[src/rtl/regfile_pkg.sv]
// Shared types and helpers for the multi-port register file.
package regfile_pkg;

   typedef enum logic {RF_IDLE, RF_CLEAR} rf_state_t;

   // Address width that never collapses to zero bits for tiny depths.
   function automatic int rf_aw(input int depth);
      return (depth > 2) ? $clog2(depth) : 1;
   endfunction

endpackage

[src/rtl/regfile_write_arbiter.sv]
// Per-entry write select over NW ports; the highest-numbered enabled port wins.
module regfile_write_arbiter
   import regfile_pkg::*;
#(
   parameter int WIDTH = 4,
   parameter int DEPTH = 8,
   parameter int NW    = 2,
   parameter int AW    = 3
) (
   input  logic                          en,
   input  logic [NW-1:0]                 we,
   input  logic [NW*AW-1:0]              waddr,
   input  logic [NW*WIDTH-1:0]           wdata,
   output logic [DEPTH-1:0]              ent_we,
   output logic [DEPTH-1:0][WIDTH-1:0]   ent_wdata
);

   // Ascending port scan: a later match overrides an earlier one.
   always_comb begin
      ent_we    = '0;
      ent_wdata = '0;
      for (int e = 0; e < DEPTH; e++) begin
         for (int p = 0; p < NW; p++) begin
            if (en && we[p] && (waddr[p*AW +: AW] == AW'(e))) begin
               ent_we[e]    = 1'b1;
               ent_wdata[e] = wdata[p*WIDTH +: WIDTH];
            end
         end
      end
   end

endmodule

[src/rtl/regfile_multiport.sv]
// Multi-port register file with async reads, sync writes, optional bypass,
// optional hardwired-zero entry 0 and a one-entry-per-cycle clear sweep.
module regfile_multiport
   import regfile_pkg::*;
#(
   parameter  int WIDTH     = 4,
   parameter  int DEPTH     = 8,
   parameter  int NR        = 2,
   parameter  int NW        = 2,
   parameter  int BYPASS    = 1,
   parameter  int ZERO_REG0 = 0,
   localparam int AW        = rf_aw(DEPTH)
) (
   input  logic                 clk,
   input  logic                 reset_n,
   input  logic                 clear_req,
   output logic                 clear_busy,
   input  logic [NW-1:0]        we,
   input  logic [NW*AW-1:0]     waddr,
   input  logic [NW*WIDTH-1:0]  wdata,
   input  logic [NR*AW-1:0]     raddr,
   output logic [NR*WIDTH-1:0]  rdata,
   output rf_state_t            dbg_state
);

   rf_state_t                     state;
   logic [AW-1:0]                 cnt;
   logic [WIDTH-1:0]              mem [DEPTH];
   logic [DEPTH-1:0]              arb_we;
   logic [DEPTH-1:0]              wr_en;
   logic [DEPTH-1:0][WIDTH-1:0]   arb_wdata;
   logic                          wr_allow;

   assign wr_allow = (state == RF_IDLE);

   regfile_write_arbiter #(
      .WIDTH (WIDTH),
      .DEPTH (DEPTH),
      .NW    (NW),
      .AW    (AW)
   ) u_arb (
      .en        (wr_allow),
      .we        (we),
      .waddr     (waddr),
      .wdata     (wdata),
      .ent_we    (arb_we),
      .ent_wdata (arb_wdata)
   );

   // The same masked enables drive both storage and bypass, so entry 0 never forwards.
   always_comb begin
      wr_en = arb_we;
      if (ZERO_REG0 != 0) wr_en[0] = 1'b0;
   end

   always_ff @(posedge clk or negedge reset_n) begin
      if (!reset_n) begin
         state <= RF_IDLE;
         cnt   <= '0;
         for (int e = 0; e < DEPTH; e++) mem[e] <= '0;
      end else begin
         case (state)
            RF_IDLE: begin
               for (int e = 0; e < DEPTH; e++) begin
                  if (wr_en[e]) mem[e] <= arb_wdata[e];
               end
               if (clear_req) begin
                  state <= RF_CLEAR;
                  cnt   <= '0;
               end
            end
            RF_CLEAR: begin
               mem[cnt] <= '0;
               cnt      <= cnt + 1'b1;
               // cnt wraps back to 0 on the final increment.
               if (cnt == AW'(DEPTH - 1)) state <= RF_IDLE;
            end
         endcase
      end
   end

   assign clear_busy = (state == RF_CLEAR);
   assign dbg_state  = state;

   always_comb begin
      rdata = '0;
      for (int r = 0; r < NR; r++) begin
         rdata[r*WIDTH +: WIDTH] = mem[raddr[r*AW +: AW]];
         if ((BYPASS != 0) && wr_en[raddr[r*AW +: AW]])
            rdata[r*WIDTH +: WIDTH] = arb_wdata[raddr[r*AW +: AW]];
         if ((ZERO_REG0 != 0) && (raddr[r*AW +: AW] == '0))
            rdata[r*WIDTH +: WIDTH] = '0;
      end
   end

endmodule

[config.mk]
export PLATFORM = sky130hd
export DESIGN_NAME = regfile_multiport
export DESIGN_NICKNAME = d
export VERILOG_FILES = /design/src/rtl/regfile_pkg.sv /design/src/rtl/regfile_write_arbiter.sv /design/src/rtl/regfile_multiport.sv
export SDC_FILE = /design/constraint.sdc
export NUM_CORES = 1
export LEC_CHECK = 0
export BUFFER_PORTS_ARGS = -buffer_cell sky130_fd_sc_hd__buf_2
export CAP_MARGIN = 5
export CORE_UTILIZATION = 61
export DETAILED_ROUTE_END_ITERATION = 8
export PLACE_DENSITY = 0.82
export SLEW_MARGIN = 20
export SYNTH_ARGS = -nofsm -noshare
export SYNTH_HDL_FRONTEND = slang
export SYNTH_SLANG_ARGS = --single-unit
[constraint.sdc]
create_clock -name clk -period 2.7 [get_ports clk]
set_input_delay 0.27 -clock clk [delete_from_list [all_inputs] [get_ports clk]]
set_output_delay 0.27 -clock clk [all_outputs]
set_load 0.005 [all_outputs]
==> flow_metrics.py <==
metrics = {
    "status": {
        "status": "finished, violations left",
        "violations": "setup timing",
    },
    "final_layout": {
        "diodes": 0,
        "area_growth_pct": 16.53,
        "instances_no_fill": 589,
        "nets": 540,
        "final_util": 0.7467,
        "ff_latch_area_um2": 902.1,
        "drive_gt1_frac": 0.3016,
        "num-fill-cells": 452,
        "multi_input_area_mm2": 0.002835,
    },
    "critical_path": {
        "arrival_ps": 2530,
        "crit_required_ps": 2430,
        "critPathLaunch": "clear_busy$_DFF_PN0_",
        "r2r-start": "clear_busy$_DFF_PN0_",
        "crit_buf_inv": 1,
        "cp_slowest_cell": "or4b_4",
        "setup.worst_path.start_class": "register",
        "crit_type": "register to output port",
        "crit_path_max_fanout": 10,
        "crit_chain": "or4b_4 > nor2_4 > o31ai_1 > a221o_1 > and3_1 > a211o_1 > buf_2",
        "end_kind": "output port",
        "critPathTopFamily": "simple AND/OR/NAND/NOR gates",
        "slowest_delay_ps": 590,
    },
    "cts": {
        "path_clk_slew_ps": 90,
        "clockRootBuffer": "clkbuf_8",
        "cts_made_buffers": 5,
        "cts_tree": "built",
        "h-tree-depth": 2,
        "clockBufferDepth": 2,
        "clock_latency_ps": 310,
        "cts_hold_buf": 0,
        "cts_sinks": 36,
    },
    "synth": {
        "ys_ff_latch": 36,
        "synth_nets": 497,
        "synth_cells": 470,
        "syn_avg_cell_area_um2": 8.215,
        "yosysWarnings": 0,
        "ys.flop_type": "dfrtp_1",
        "ys_seq_area_frac": 0.2333,
        "synth.cell_area_mm2": 0.003861,
        "yosysUniqueCellTypes": 71,
        "synth-edff-count": 0,
        "async_reset_ff_frac": 1.000,
    },
    "die": {
        "core_mm2": 0.006026,
        "rows": 28,
        "chipWidth_um": 81.56,
        "io_pins": 35,
        "die_y_um": 81.56,
        "dieArea_mm2": 0.006652,
        "start_util": 0.6408,
    },
    "timing": {
        "setup_slack_ps": -100.6,
        "final.setup.tns_ps": -491.2,
        "drv_slew": 0,
        "period_share": 1.037,
        "worstMarginPinSlew_ps": 874.8,
        "skew_ps": 14.35,
        "slew_headroom": 0.4168,
        "rsz0062_at_grt": "yes",
        "fmax_mhz": 357.1,
        "hold_violations": 0,
        "finalSetupViolCount": 8,
        "period_minus_slack_ps": 2801,
    },
    "worst_hold_path": {
        "worstHoldPathType": "input port to asynchronous set/reset pin",
    },
    "placed_design": {
        "dp_cells": 578,
        "gp_congestion": 1.103,
        "portBuffers": 34,
        "dp_hpwl_um": 10820,
    },
    "detailed_routing": {
        "vias": 4446,
        "route.detailed.drc": 0,
        "dr.pass1.iters": 6,
        "drtIter0Drc": 666,
        "detail_route.wl_per_cell_um": 25.66,
        "viasPerCell": 7.548,
        "postRouteAntennaNets": 0,
        "finalWirelength_um": 15110,
    },
    "job": {
        "cap_violations": 0,
    },
    "global_routing": {
        "gr-total-overflow": 0,
        "antenna_found_initial": 0,
        "track_usage": 0.4878,
        "grt_pass1_vias": 4319,
        "grt_pass1_wl_um": 23490,
        "grt_max_degree": 37,
    },
    "pwr": {
        "vdd.ir_drop.worst_mv": 0.5207,
        "p_total_mw": 2.786,
        "power-per-cell-area_mw_per_mm2": 619.2,
        "p_leak_nw": 1.901,
    },
}
repair_timing:
action,CTS,global route
hold endpoints to repair,0,0
setup buffers,3,0
resized for setup,11,21
setup endpoints to repair,8,8
pin swaps,3,1
synthesized netlist by cell type (6+ instances only):
cell type   n  area [um2]
nand2_1    67       251.5
nor2_1     43       161.4
dfrtp_1    36       900.9
o21ai_0    31       155.2
mux2i_1    25       250.2
clkbuf_1   22       82.58
a21oi_1    21       105.1
mux4_2     18       405.4
nor3_1     18       90.09
buf_2      15       75.07
nand3_1    14       70.07
o22ai_1    13       81.33
nand2b_1   11       68.82
a211oi_1    9       67.56
nand3b_1    7       52.55
a221o_1     6       60.06
o211ai_1    6       45.04
cells in the final DEF (no fill, tap or decap), drive strengths merged, types with 11 or more instances in the layout:
cell type | synthesis | routed
a21oi | 21 | 21
nand3 | 14 | 14
mux4 | 18 | 18
nor2 | 44 | 44
nand2b | 11 | 11
nand2 | 67 | 67
dfrtp | 36 | 36
nor3 | 18 | 18
mux2i | 25 | 25
o21ai | 31 | 31
buf | 25 | 83
o22ai | 15 | 15
final cells by class:
type	count	share of cell area
Clock buffer	7	0.01919
Multi-Input combinational cell	380	0.6301
Sequential cell	36	0.2005
Clock inverter	1	0.001669
Timing Repair Buffer	83	0.1218
Tap cell	75	0.02086
Inverter	7	0.005840
stage by stage:
stage / cell area, um2 / hold WS [ps] / worst slack, ps
6_report: 4499 / 71.68 / -100.6
3_5_place_dp: 4258 / 427.2 / 128.1
4_1_cts: 4420 / 99.33 / -58.65
3_3_place_gp: 4258 / 417.9 / 167.7
2_1_floorplan: 3861 / -25.59 / 413.5
5_1_grt: 4499 / 148.1 / -174.0
routing by layer:
metal | routed length [um] | track usage | share of wire | vias to the layer above
met5 | 0 | 0 | 0 | -
met4 | 992 | 0.2946 | 0.066 | 0
met3 | 2203 | 0.1867 | 0.15 | 106
met2 | 6578 | 0.7300 | 0.44 | 387
met1 | 5337 | 0.5892 | 0.35 | 2076
li1 | - | - | - | 1877
report_power, final:
group	leakage [nW]	total (mW)	internal, mW	switching, mW
Clock	0.0445	0.434	0.208	0.226
Combinational	1.38	1.38	0.609	0.773
Sequential	0.481	0.971	0.762	0.209
Total	1.90	2.79	1.58	1.21
cell families after synthesis:
family,count (synthesis),share of synthesized area
flip-flops,36,0.2333
AND/OR/NAND/NOR,191,0.2534
multiplexers,48,0.1844
buffers and inverters,54,0.06513
XOR/XNOR,5,0.01134
adder cells (fa/ha/maj),2,0.006480
AO/OA/AOI/OAI,134,0.2459
sequential cells by signal, indices dropped and copies added (netlist names):
register    flops
clear_busy      1
mem            32
cnt             3
final timing paths:
| check | end | depth (start not counted) | slack [ps] |
|---|---|---|---|
| max in group asynchronous | clear_busy$_DFF_PN0_ | 1 | 2020 |
| min reg2reg | mem[4]$_DFFE_PN0P_ | 2 | 490 |
| max reg2reg | mem[1]$_DFFE_PN0P_ | 6 | 720 |
| min | mem[18]$_DFFE_PN0P_ | 1 | 70 |
| min in group clk | cnt[1]$_DFFE_PN0P_ | 2 | 180 |
| max | rdata[3] | 7 | -100 |
Power figures use the tool's default switching activity.
